`src/rtl/ir_pkg.sv`:
```
// Shared definitions for the NEC IR command decoder: FSM encoding, frame byte
// positions and the default key-hold window.
package ir_pkg;

  typedef enum logic [2:0] {
    ST_IDLE,
    ST_CHECK,
    ST_PUSH,
    ST_REPEAT,
    ST_REJECT,
    ST_WAIT_RELEASE
  } state_t;

  localparam int BYTE_W    = 8;
  localparam int ADDR_LSB  = 0;
  localparam int NADDR_LSB = 8;
  localparam int CMD_LSB   = 16;
  localparam int NCMD_LSB  = 24;

  // 120 ms at 50 MHz
  localparam int HOLD_WINDOW_DEFAULT = 6000000;

endpackage

```
`src/rtl/ir_command_decoder_if.sv`:
```
// Frame input, FIFO pop handshake and status outputs of the IR command decoder.
interface ir_command_decoder_if;

  logic        i_DATA_READY;
  logic [31:0] i_DATA;
  logic        i_CMD_POP;
  logic        o_CMD_VALID;
  logic [7:0]  o_ADDR;
  logic [7:0]  o_CMD;
  logic        o_HOLD;
  logic        o_ERROR;
  logic        o_OVERFLOW;

  modport master (
    output i_DATA_READY, i_DATA, i_CMD_POP,
    input  o_CMD_VALID, o_ADDR, o_CMD, o_HOLD, o_ERROR, o_OVERFLOW
  );

  modport slave (
    input  i_DATA_READY, i_DATA, i_CMD_POP,
    output o_CMD_VALID, o_ADDR, o_CMD, o_HOLD, o_ERROR, o_OVERFLOW
  );

endinterface

```
`src/rtl/ir_cmd_fifo.sv`:
```
// First-word-fall-through FIFO for decoded {address, command} pairs; a push
// into a full FIFO still lands when a pop happens on the same edge.
module ir_cmd_fifo #(
  parameter int WIDTH = 16,
  parameter int DEPTH = 4
) (
  input  logic             clk,
  input  logic             rst_n,
  input  logic             push,
  input  logic [WIDTH-1:0] push_data,
  input  logic             pop,
  output logic             full,
  output logic             empty,
  output logic [WIDTH-1:0] pop_data
);

  localparam int AW = $clog2(DEPTH);

  logic [AW:0]      wr_ptr;
  logic [AW:0]      rd_ptr;
  logic [WIDTH-1:0] mem [DEPTH];
  logic             pop_eff;
  logic             push_eff;

  // Extra MSB on each pointer separates full (MSBs differ) from empty.
  assign empty    = (wr_ptr == rd_ptr);
  assign full     = (wr_ptr[AW] != rd_ptr[AW]) && (wr_ptr[AW-1:0] == rd_ptr[AW-1:0]);
  assign pop_eff  = pop && !empty;
  assign push_eff = push && (!full || pop_eff);
  assign pop_data = mem[rd_ptr[AW-1:0]];

  always_ff @(posedge clk or negedge rst_n) begin
    if (!rst_n) begin
      wr_ptr <= '0;
      rd_ptr <= '0;
    end else begin
      if (push_eff) wr_ptr <= wr_ptr + (AW+1)'(1);
      if (pop_eff)  rd_ptr <= rd_ptr + (AW+1)'(1);
    end
  end

  always_ff @(posedge clk) begin
    if (push_eff) mem[wr_ptr[AW-1:0]] <= push_data;
  end

endmodule

```
`src/rtl/ir_command_decoder.sv`:
```
// Validates NEC frames from the IR receiver, folds key-hold repeats into a
// hold flag, and queues accepted {address, command} pairs for the host.
module ir_command_decoder
  import ir_pkg::*;
#(
  parameter bit         ADDR_CHECK    = 1'b1,
  parameter bit         ADDR_MATCH_EN = 1'b0,
  parameter logic [7:0] ADDR_VALUE    = 8'h00,
  parameter int         HOLD_WINDOW   = HOLD_WINDOW_DEFAULT,
  parameter int         FIFO_DEPTH    = 4
) (
  input logic                 i_CLOCK_POS,
  input logic                 i_RESET_NEG,
  ir_command_decoder_if.slave bus
);

  localparam int                CNT_W    = $clog2(HOLD_WINDOW + 1);
  localparam logic [CNT_W-1:0]  HOLD_MAX = CNT_W'(HOLD_WINDOW);

  state_t              state;
  state_t              state_nxt;
  logic [31:0]         frame;
  logic [BYTE_W-1:0]   f_addr;
  logic [BYTE_W-1:0]   f_naddr;
  logic [BYTE_W-1:0]   f_cmd;
  logic [BYTE_W-1:0]   f_ncmd;
  logic [15:0]         pair;
  logic [15:0]         last_pair;
  logic                frame_ok;
  logic                is_repeat;
  logic [CNT_W-1:0]    hold_cnt;
  logic [CNT_W-1:0]    hold_cnt_nxt;
  logic                capture;
  logic                do_push;
  logic                do_repeat;
  logic                do_reject;
  logic                fifo_full;
  logic                fifo_empty;
  logic                pop_eff;
  logic [15:0]         head;

  assign f_addr  = frame[ADDR_LSB  +: BYTE_W];
  assign f_naddr = frame[NADDR_LSB +: BYTE_W];
  assign f_cmd   = frame[CMD_LSB   +: BYTE_W];
  assign f_ncmd  = frame[NCMD_LSB  +: BYTE_W];
  assign pair    = {f_addr, f_cmd};

  assign frame_ok  = (f_ncmd == ~f_cmd)
                  && (!ADDR_CHECK    || (f_naddr == ~f_addr))
                  && (!ADDR_MATCH_EN || (f_addr == ADDR_VALUE));
  assign is_repeat = (pair == last_pair) && (hold_cnt < HOLD_MAX);

  always_ff @(posedge i_CLOCK_POS or negedge i_RESET_NEG) begin
    if (!i_RESET_NEG) state <= ST_IDLE;
    else              state <= state_nxt;
  end

  always_comb begin
    state_nxt = state;
    case (state)
      ST_IDLE:         if (bus.i_DATA_READY) state_nxt = ST_CHECK;
      ST_CHECK:        if (!frame_ok)        state_nxt = ST_REJECT;
                       else if (is_repeat)   state_nxt = ST_REPEAT;
                       else                  state_nxt = ST_PUSH;
      ST_PUSH,
      ST_REPEAT,
      ST_REJECT:       state_nxt = ST_WAIT_RELEASE;
      // A long ready level must be seen low before the next frame is taken.
      ST_WAIT_RELEASE: if (!bus.i_DATA_READY) state_nxt = ST_IDLE;
      default:         state_nxt = ST_IDLE;
    endcase
  end

  always_comb begin
    capture   = 1'b0;
    do_push   = 1'b0;
    do_repeat = 1'b0;
    do_reject = 1'b0;
    case (state)
      ST_IDLE:   capture   = bus.i_DATA_READY;
      ST_PUSH:   do_push   = 1'b1;
      ST_REPEAT: do_repeat = 1'b1;
      ST_REJECT: do_reject = 1'b1;
      default:   ;
    endcase
  end

  always_ff @(posedge i_CLOCK_POS) begin
    if (capture) frame <= bus.i_DATA;
  end

  always_comb begin
    if (do_push || do_repeat)   hold_cnt_nxt = '0;
    else if (hold_cnt < HOLD_MAX) hold_cnt_nxt = hold_cnt + CNT_W'(1);
    else                        hold_cnt_nxt = hold_cnt;
  end

  assign pop_eff = bus.i_CMD_POP && !fifo_empty;

  // Counter starts saturated so the first frame after reset is never a repeat.
  always_ff @(posedge i_CLOCK_POS or negedge i_RESET_NEG) begin
    if (!i_RESET_NEG) begin
      hold_cnt       <= HOLD_MAX;
      last_pair      <= '0;
      bus.o_HOLD     <= 1'b0;
      bus.o_ERROR    <= 1'b0;
      bus.o_OVERFLOW <= 1'b0;
    end else begin
      hold_cnt       <= hold_cnt_nxt;
      bus.o_ERROR    <= do_reject;
      bus.o_OVERFLOW <= do_push && fifo_full && !pop_eff;
      if (do_push) last_pair <= pair;
      if (do_repeat)                           bus.o_HOLD <= 1'b1;
      else if (do_push && (pair != last_pair)) bus.o_HOLD <= 1'b0;
      else if (hold_cnt_nxt == HOLD_MAX)       bus.o_HOLD <= 1'b0;
    end
  end

  ir_cmd_fifo #(
    .WIDTH (16),
    .DEPTH (FIFO_DEPTH)
  ) u_fifo (
    .clk       (i_CLOCK_POS),
    .rst_n     (i_RESET_NEG),
    .push      (do_push),
    .push_data (pair),
    .pop       (bus.i_CMD_POP),
    .full      (fifo_full),
    .empty     (fifo_empty),
    .pop_data  (head)
  );

  // Head is masked while empty so the outputs read zero out of reset.
  assign bus.o_CMD_VALID = !fifo_empty;
  assign bus.o_ADDR      = fifo_empty ? '0 : head[15:8];
  assign bus.o_CMD       = fifo_empty ? '0 : head[7:0];

endmodule
```
`src/flat_wrapper.sv`:
```
// flat-port wrapper written by rule: the top's interface ports become plain ports
module ir_command_decoder_flat import ir_pkg::*;
#(
  parameter bit         ADDR_CHECK    = 1'b1,
  parameter bit         ADDR_MATCH_EN = 1'b0,
  parameter logic [7:0] ADDR_VALUE    = 8'h00,
  parameter int         HOLD_WINDOW   = HOLD_WINDOW_DEFAULT,
  parameter int         FIFO_DEPTH    = 4
)
  (i_CLOCK_POS, i_RESET_NEG, bus_i_DATA_READY, bus_i_DATA, bus_i_CMD_POP, bus_o_CMD_VALID, bus_o_ADDR, bus_o_CMD, bus_o_HOLD, bus_o_ERROR, bus_o_OVERFLOW);
  ir_command_decoder_if bus_i ();
  input logic i_CLOCK_POS;
  input logic i_RESET_NEG;
  input wire logic [$bits(bus_i.i_DATA_READY)-1:0] bus_i_DATA_READY;
  input wire logic [$bits(bus_i.i_DATA)-1:0] bus_i_DATA;
  input wire logic [$bits(bus_i.i_CMD_POP)-1:0] bus_i_CMD_POP;
  output wire logic [$bits(bus_i.o_CMD_VALID)-1:0] bus_o_CMD_VALID;
  output wire logic [$bits(bus_i.o_ADDR)-1:0] bus_o_ADDR;
  output wire logic [$bits(bus_i.o_CMD)-1:0] bus_o_CMD;
  output wire logic [$bits(bus_i.o_HOLD)-1:0] bus_o_HOLD;
  output wire logic [$bits(bus_i.o_ERROR)-1:0] bus_o_ERROR;
  output wire logic [$bits(bus_i.o_OVERFLOW)-1:0] bus_o_OVERFLOW;
  assign bus_i.i_DATA_READY = bus_i_DATA_READY;
  assign bus_i.i_DATA = bus_i_DATA;
  assign bus_i.i_CMD_POP = bus_i_CMD_POP;
  assign bus_o_CMD_VALID = bus_i.o_CMD_VALID;
  assign bus_o_ADDR = bus_i.o_ADDR;
  assign bus_o_CMD = bus_i.o_CMD;
  assign bus_o_HOLD = bus_i.o_HOLD;
  assign bus_o_ERROR = bus_i.o_ERROR;
  assign bus_o_OVERFLOW = bus_i.o_OVERFLOW;
  ir_command_decoder #(.ADDR_CHECK(ADDR_CHECK), .ADDR_MATCH_EN(ADDR_MATCH_EN), .ADDR_VALUE(ADDR_VALUE), .HOLD_WINDOW(HOLD_WINDOW), .FIFO_DEPTH(FIFO_DEPTH)) u_core (.i_CLOCK_POS(i_CLOCK_POS), .i_RESET_NEG(i_RESET_NEG), .bus(bus_i));
endmodule
```
`config.mk`:
```
export PLATFORM = sky130hd
export DESIGN_NAME = ir_command_decoder_flat
export DESIGN_NICKNAME = d
export VERILOG_FILES = /design/src/rtl/ir_pkg.sv /design/src/rtl/ir_command_decoder_if.sv /design/src/rtl/ir_cmd_fifo.sv /design/src/rtl/ir_command_decoder.sv /design/src/flat_wrapper.sv
export SDC_FILE = /design/constraint.sdc
export NUM_CORES = 1
export LEC_CHECK = 0
export CORE_ASPECT_RATIO = 0.75
export CORE_MARGIN = 8
export CORE_UTILIZATION = 35
export CTS_CLUSTER_SIZE = 40
export DETAILED_ROUTE_END_ITERATION = 12
export GPL_TIMING_DRIVEN = 0
export SLEW_MARGIN = 40
export SYNTH_ARGS = -nofsm -noshare
export SYNTH_HDL_FRONTEND = slang
export SYNTH_SLANG_ARGS = --single-unit
```
`constraint.sdc`:
```
create_clock -name i_CLOCK_POS -period 5.8 [get_ports i_CLOCK_POS]
set_input_delay 1.74 -clock i_CLOCK_POS [delete_from_list [all_inputs] [get_ports i_CLOCK_POS]]
set_output_delay 1.74 -clock i_CLOCK_POS [all_outputs]
set_load 0.05 [all_outputs]
```
**Word-level counts from Yosys, hierarchy flattened**

Memory sizes are Yosys's and may differ from the RTL's.
Index checks and enable logic that the tools add are counted.

- Add/subtract/negate cells: 3
- Magnitude comparators: 1
- Equal/unequal tests: 15
- Mux-type cells: 18
- Bitwise operators: 2
- Reductions and logical operators: 17

Operator list:

| cell | count |
|---|---|
| two-way mux 23 bit | 2 |
| adder 23 x 1 -> 23 bit, second input constant | 1 |
| equality test 23 bit, second input constant | 1 |
| < comparator 23 bit, second input constant | 1 |
| equality test 16 bit | 1 |
| equality test 8 bit | 2 |
| two-way mux 8 bit | 2 |
| inequality test 16 bit | 1 |
| NOT 8 bit | 2 |
| case mux 3 bit (4 select lines) | 1 |
| two-way mux 1 bit | 10 |
| two-way mux 3 bit | 3 |
| logical AND 1 bit | 8 |
| adder 3 x 1 -> 3 bit, second input constant | 2 |
| equality test 3 x 2 -> 1 bit, second input constant | 2 |
| equality test 3 bit, second input constant | 2 |
| inequality test 2 bit, second input constant | 2 |
| equality test 3 x 1 -> 1 bit, second input constant | 1 |
| equality test 3 bit | 1 |
| logical NOT 1 bit | 3 |
| logical NOT 3 bit | 1 |
| nonzero test 3 bit | 1 |
| OR reduction 3 bit | 1 |
| equality test 2 bit | 1 |
| other kinds (3) | 4 |

- Flip-flop bits (word level): 83
- RAM bits: 64
- Input bits: 36
- Memories: 1

Memories:

| memory | words | bits a word | rd ports | clocked after Yosys merged registers in | write ports | line | RTL |
|---|---|---|---|---|---|---|---|
| u_core.u_fifo.mem | 4 | 16 | 1 | 0 | 1 | ir_cmd_fifo.sv:21 | `logic [WIDTH-1:0] mem [DEPTH];` |

**Logic depth before layout (Yosys ltp)**

- Depth in word-level cells: 8
- Depth in mapped cells: 9
- Mapped depth without buffers: 9

**By module**

From an unflattened synthesis, not the netlist that was laid out.

- Cell total of the unflattened synthesis: 445
- Area, all modules: 6536.3 um^2

Modules (own cells, without submodules):

| module | times used | cells an instance | area an instance (um^2) | sequential area each (um^2) |
|---|---|---|---|---|
| ir_command_decoder | 1 | 315 | 3769.9 | 2099.5 |
| ir_cmd_fifo | 1 | 130 | 2766.4 | 2072.0 |

**Least setup slack after synthesis**

OpenSTA, ideal clock, no wires.

- Path kind: input to register
- Start: input port bus_i_DATA_READY
- End: register u_core.frame[0] (enable)
- Data arrival time: 4.833 ns
- Data required time: 5.299 ns
- Path slack: 0.466 ns
- Stages: 2
- Cells stage by stage: inv_1 > nor4_1

- Longest elaborated chain between the ends: 1

Ends and longest elaborated chain:

| item | line | RTL |
|---|---|---|
| start: declaration | flat_wrapper.sv:14 | `input wire logic [$bits(bus_i.i_DATA_READY)-1:0] bus_i_DATA_READY;` |
| two-way mux 1 bit | ir_command_decoder.sv:79 | `case (state)` |
| via u_core.capture | ir_command_decoder.sv:33 | `logic capture;` |
| end signal: assignment | ir_command_decoder.sv:89 | `if (capture) frame <= bus.i_DATA;` |
| end: declaration | ir_command_decoder.sv:22 | `logic [31:0] frame;` |

The timed path passes the listed nets, and every way through them passes these cells.
A chain may end at the register's enable or synchronous reset.

**Worst setup path in the final report**

- Start: register u_core.u_fifo.rd_ptr[1]
- End: output port bus_o_CMD[6]

- Longest elaborated chain between the ends: 2
- Elaborated cells between the ends (all ways): 3
- Classes of those cells: eq/ne: 1; mux: 1; memory: 1

Ends and longest elaborated chain:

| item | line | RTL |
|---|---|---|
| start: declaration | ir_cmd_fifo.sv:20 | `logic [AW:0] rd_ptr;` |
| start signal: assignment | ir_cmd_fifo.sv:38 | `if (pop_eff) rd_ptr <= rd_ptr + (AW+1)'(1);` |
| memory (4 x 16 bit) / equality test 3 bit (equally long branches) | - |  |
| two-way mux 8 bit (*) | ir_command_decoder.sv:136 | `assign bus.o_CMD = fifo_empty ? '0 : head[7:0];` |
| end: declaration | flat_wrapper.sv:19 | `output wire logic [$bits(bus_i.o_CMD)-1:0] bus_o_CMD;` |

Every way passes the cells marked *; elsewhere a longest branch is shown, timed or not.

==> results.rst <==
.. list-table::
   :header-rows: 1

   * - Metric
     - Value
   * - Status
     - finished, final reports clean
   * - Hold slack
     - 0.483 ns
   * - Number of rows created at floorplan
     - 42
   * - Share of cells above drive strength 1
     - 20.2%
   * - Detailed-route vias per instance
     - 4.76
   * - Min cycle time layout
     - 4.96 ns
   * - Top cells by area, synth
     - sky130_fd_sc_hd__edfxtp_1 (46%), sky130_fd_sc_hd__dfrtp_1 (16%), sky130_fd_sc_hd__mux4_2 (5.7%)
   * - Synthesized instance count
     - 420
   * - Worst IR Drop VDD
     - 0.222 mV
   * - Worst skew pair latency
     - 0.43 ns
   * - Final nets
     - 543
   * - Post-Synthesis Cell Area
     - 6300 µm²
   * - Number of different library cells in the post-synthesis netlist
     - 47
   * - Routed wirelength normalized by instance count
     - 16.6 µm
   * - Hold bufs inserted after CTS
     - 0
   * - Sinks on Clock Net
     - 147
   * - CTS tree
     - built
   * - Worst reg2reg setup slack
     - 3.38 ns
   * - Average cell area after synthesis
     - 15.0 µm²
   * - Number of post-CTS setup repair buffers
     - 0
   * - Post-synthesis adder-cell area fraction
     - 1.19%
   * - Maxcap violations
     - 0
   * - DP Cell Count
     - 724
   * - Initial core utilization
     - 35.7%
   * - Largest family of logic cells by synthesized area
     - simple AND/OR/NAND/NOR gates
   * - Hold Crit Class
     - flop to flop
   * - Chip width
     - 171 µm
   * - Setup repair after global routing missed its margin
     - no
   * - Final HPWL DP
     - 8760 µm
   * - Via count of the routed design
     - 3,598
   * - Largest driver fanout on the critical path
     - 10
   * - Die Footprint
     - 22,600 µm²
   * - Number of enable-type register cells in the synthesized netlist
     - 96
   * - Crit path arrival time
     - 3.22 ns
   * - Count of pins on the block boundary
     - 56
   * - Via count of the first global-routing pass
     - 3,753
   * - Power density normalized to cell area
     - 409 nW/µm²
   * - Post-route antenna net violation count
     - 0
   * - Synthesized-area fraction occupied by ao, oa, aoi and oai cells
     - 2.70%
   * - Synth Flop Type
     - sky130_fd_sc_hd__edfxtp_1
   * - Portion of the clock cycle consumed by the worst path in the final layout
     - 85.5%
   * - Simple-Gate Fraction of Synth Area
     - 11.1%
   * - Number of instances resized during post-cts repair
     - 0
   * - Data required time of the worst path
     - 4.06 ns
   * - H-tree lvl count
     - 4
   * - Antenna violations before repair
     - 0
   * - Number of warning messages in the yosys log
     - 0
   * - Leading cell type in the layout, fill and taps excluded
     - sky130_fd_sc_hd__edfxtp_1
   * - Commonest cells after routing, fill and taps aside
     - sky130_fd_sc_hd__edfxtp_1 (96), sky130_fd_sc_hd__clkdlybuf4s50_1 (54), sky130_fd_sc_hd__dfrtp_1 (41), sky130_fd_sc_hd__nor2_1 (34), sky130_fd_sc_hd__xor2_1 (30)
   * - Final estimated routing congestion in global placement
     - 0.799
   * - Post-route setup TNS
     - 0 ns
   * - Number of setup violations in the final report
     - 0
   * - Critical path class
     - flop to primary output
   * - Initial DRC Count
     - 235
   * - Wire length of the first global-routing pass
     - 20,400 µm
   * - Number of register bits inferred by synthesis
     - 147
   * - Synthesized netlist net count
     - 462
   * - Worst Setup Start Kind
     - flop
   * - Kind of end point of the critical path
     - primary output
   * - Final Routed Wirelength
     - 12,600 µm
   * - Final-report hold violation count
     - 0
   * - Proportion of synthesized chip area in sequential cells
     - 66.2%
   * - Slew of the pin with the lowest slew margin
     - 0.643 ns
   * - Mux cell area share after synthesis
     - 9.07%
   * - Critical path's largest stage delay
     - 0.72 ns
   * - Top-area cell type share of the netlist area
     - 45.7%
   * - Leak pwr
     - 2.86 nW
   * - Number of search-and-repair iterations in the first detailed-routing pass
     - 4
   * - Worst slew margin relative to its limit
     - 57.1%
   * - TritonCTS buffer count
     - 17
   * - Cell taking the most area after synthesis
     - sky130_fd_sc_hd__edfxtp_1
   * - Synth async-reset ratio
     - 34.7%
   * - Largest net degree at the start of global routing
     - 29
   * - Highest attainable clock frequency
     - 202 MHz
   * - Fin Clk Skew
     - 0.0103 ns
   * - Die Y
     - 132 µm
   * - Most used cell along the critical path
     - sky130_fd_sc_hd__clkbuf_1
   * - Count of pins over their slew limit
     - 0
   * - Ant diodes
     - 0
   * - Placeable core region
     - 17,700 µm²
   * - Clock slew at the register clock pins of the worst setup and hold paths
     - 0.06 ns
   * - Root buf cell
     - sky130_fd_sc_hd__clkbuf_16
   * - Overall global routing resource usage
     - 11.7%
   * - Overflow left after global routing
     - 0
   * - Area added between synthesis and finish
     - 23.8%
   * - Count of input and output buffers
     - 55
   * - Max Buffers Root-to-Sink
     - 2
   * - Core Util, Final
     - 44.2%
   * - Non-filler cells in the finished layout
     - 756
   * - Drc violations
     - 0
   * - Slowest cell on crit path
     - sky130_fd_sc_hd__clkdlybuf4s50_1
   * - XOR/XNOR Fraction of Synth Area
     - 8.20%
   * - Ordered cell list for the critical path
     - clkbuf_1, xnor2_1, and3_1, clkbuf_1, clkbuf_1, nor2b_1, clkdlybuf4s50_1
[state kept, by name, indices dropped and copies added (netlist names)]
register / cells
u_core.u_fifo.mem: 64
u_core.bus.o_ERROR: 1
u_core.hold_cnt: 23
u_core.last_pair: 16
u_core.u_fifo.rd_ptr: 3
u_core.u_fifo.wr_ptr: 3
u_core.bus.o_OVERFLOW: 1
u_core.frame: 32
u_core.state: 3
u_core.bus.o_HOLD: 1
[path summary, 6_finish.rpt]
kind,startpoint,endpoint,cells after the start
max in group asynchronous,i_RESET_NEG,u_core.hold_cnt[20],2
worst min-delay path,u_core.u_fifo.wr_ptr[2],u_core.u_fifo.wr_ptr[2],1
worst min register to register,u_core.u_fifo.wr_ptr[2],u_core.u_fifo.wr_ptr[2],1
worst max-delay path,u_core.u_fifo.rd_ptr[1],bus_o_CMD[6],7
min in group asynchronous,i_RESET_NEG,u_core.u_fifo.rd_ptr[0],1
worst max register to register,u_core.hold_cnt[18],u_core.bus.o_HOLD,8
[where the power goes]
group	switching [W]	leakage (nW)	total (W)	internal (W)
Combinational	0.000526	1.07	0.000875	0.000349
Clock	0.000476	0.289	0.00109	0.000611
Sequential	0.0000526	1.50	0.00123	0.00118
Total	0.00106	2.86	0.00319	0.00214
[worst max-delay path, delay by kind of cell, from the launching register on]
family | cells | cell delay, ns
AND/OR/NAND/NOR | 2 | 0.28
XOR/XNOR | 1 | 0.19
buffers and inverters | 4 | 1.97
flip-flops | 1 | 0.35
[kinds of logic (layout without fill, tap and decap cells)]
group / count (synthesis) / after routing
DFF: 147 / 147
and+or+nand+nor: 125 / 125
xor gates and xnor gates: 59 / 59
muxes: 35 / 35
AOI/OAI and AO/OA: 26 / 26
buffers and inverters: 22 / 116
adders and majority gates: 6 / 6
[final cells by class]
| type | instances | area [µm²] |
|---|---|---|
| Buffer | 13 | 66.3 |
| Clock buffer | 17 | 425 |
| Clock inverter | 15 | 165 |
| Fill cell | 1620 | 9850 |
| Inverter | 9 | 33.8 |
| Multi-Input combinational cell | 251 | 2040 |
| Sequential cell | 147 | 4170 |
| Tap cell | 242 | 303 |
| Timing Repair Buffer | 62 | 598 |
[layer usage]
metal	vias up	part of all wire [%]	wire (µm)	GRT usage [%]
met1	1788	49	6160	16.1
met5	-	0	0	0
met4	0	1.1	141	4.34
li1	1719	-	-	-
met2	82	43	5460	17.1
met3	9	6.5	821	3.68
[Yosys cell counts, types with 3 or more instances]
library cell and number:
sky130_fd_sc_hd__xnor2_1 29, sky130_fd_sc_hd__nand3b_1 4, sky130_fd_sc_hd__dfrtp_1 41, sky130_fd_sc_hd__mux2_2 17, sky130_fd_sc_hd__dfstp_2 10, sky130_fd_sc_hd__nand3_1 6
sky130_fd_sc_hd__and3_1 7, sky130_fd_sc_hd__a21oi_2 3, sky130_fd_sc_hd__xor2_1 30, sky130_fd_sc_hd__o21ai_0 5, sky130_fd_sc_hd__nand2_1 17, sky130_fd_sc_hd__nor3_1 5
sky130_fd_sc_hd__edfxtp_1 96, sky130_fd_sc_hd__ha_1 6, sky130_fd_sc_hd__nor2_1 34, sky130_fd_sc_hd__nand4_1 11, sky130_fd_sc_hd__a21oi_1 7, sky130_fd_sc_hd__inv_1 9
sky130_fd_sc_hd__nor2b_1 17, sky130_fd_sc_hd__clkbuf_1 6, sky130_fd_sc_hd__nor4_1 10, sky130_fd_sc_hd__mux4_2 16, sky130_fd_sc_hd__a31oi_1 3
[through the flow]
step	setup WS, ns	instance area (µm²)	total power, W
floorplan	0.466	6300	0.00184
global placement	-1.14	7160	0.00213
detailed placement	1.13	7220	0.00214
CTS	0.672	7810	0.00324
global route	0.532	7810	0.00333
finish	0.839	7810	0.00319
(Power assumes the default switching activity.)
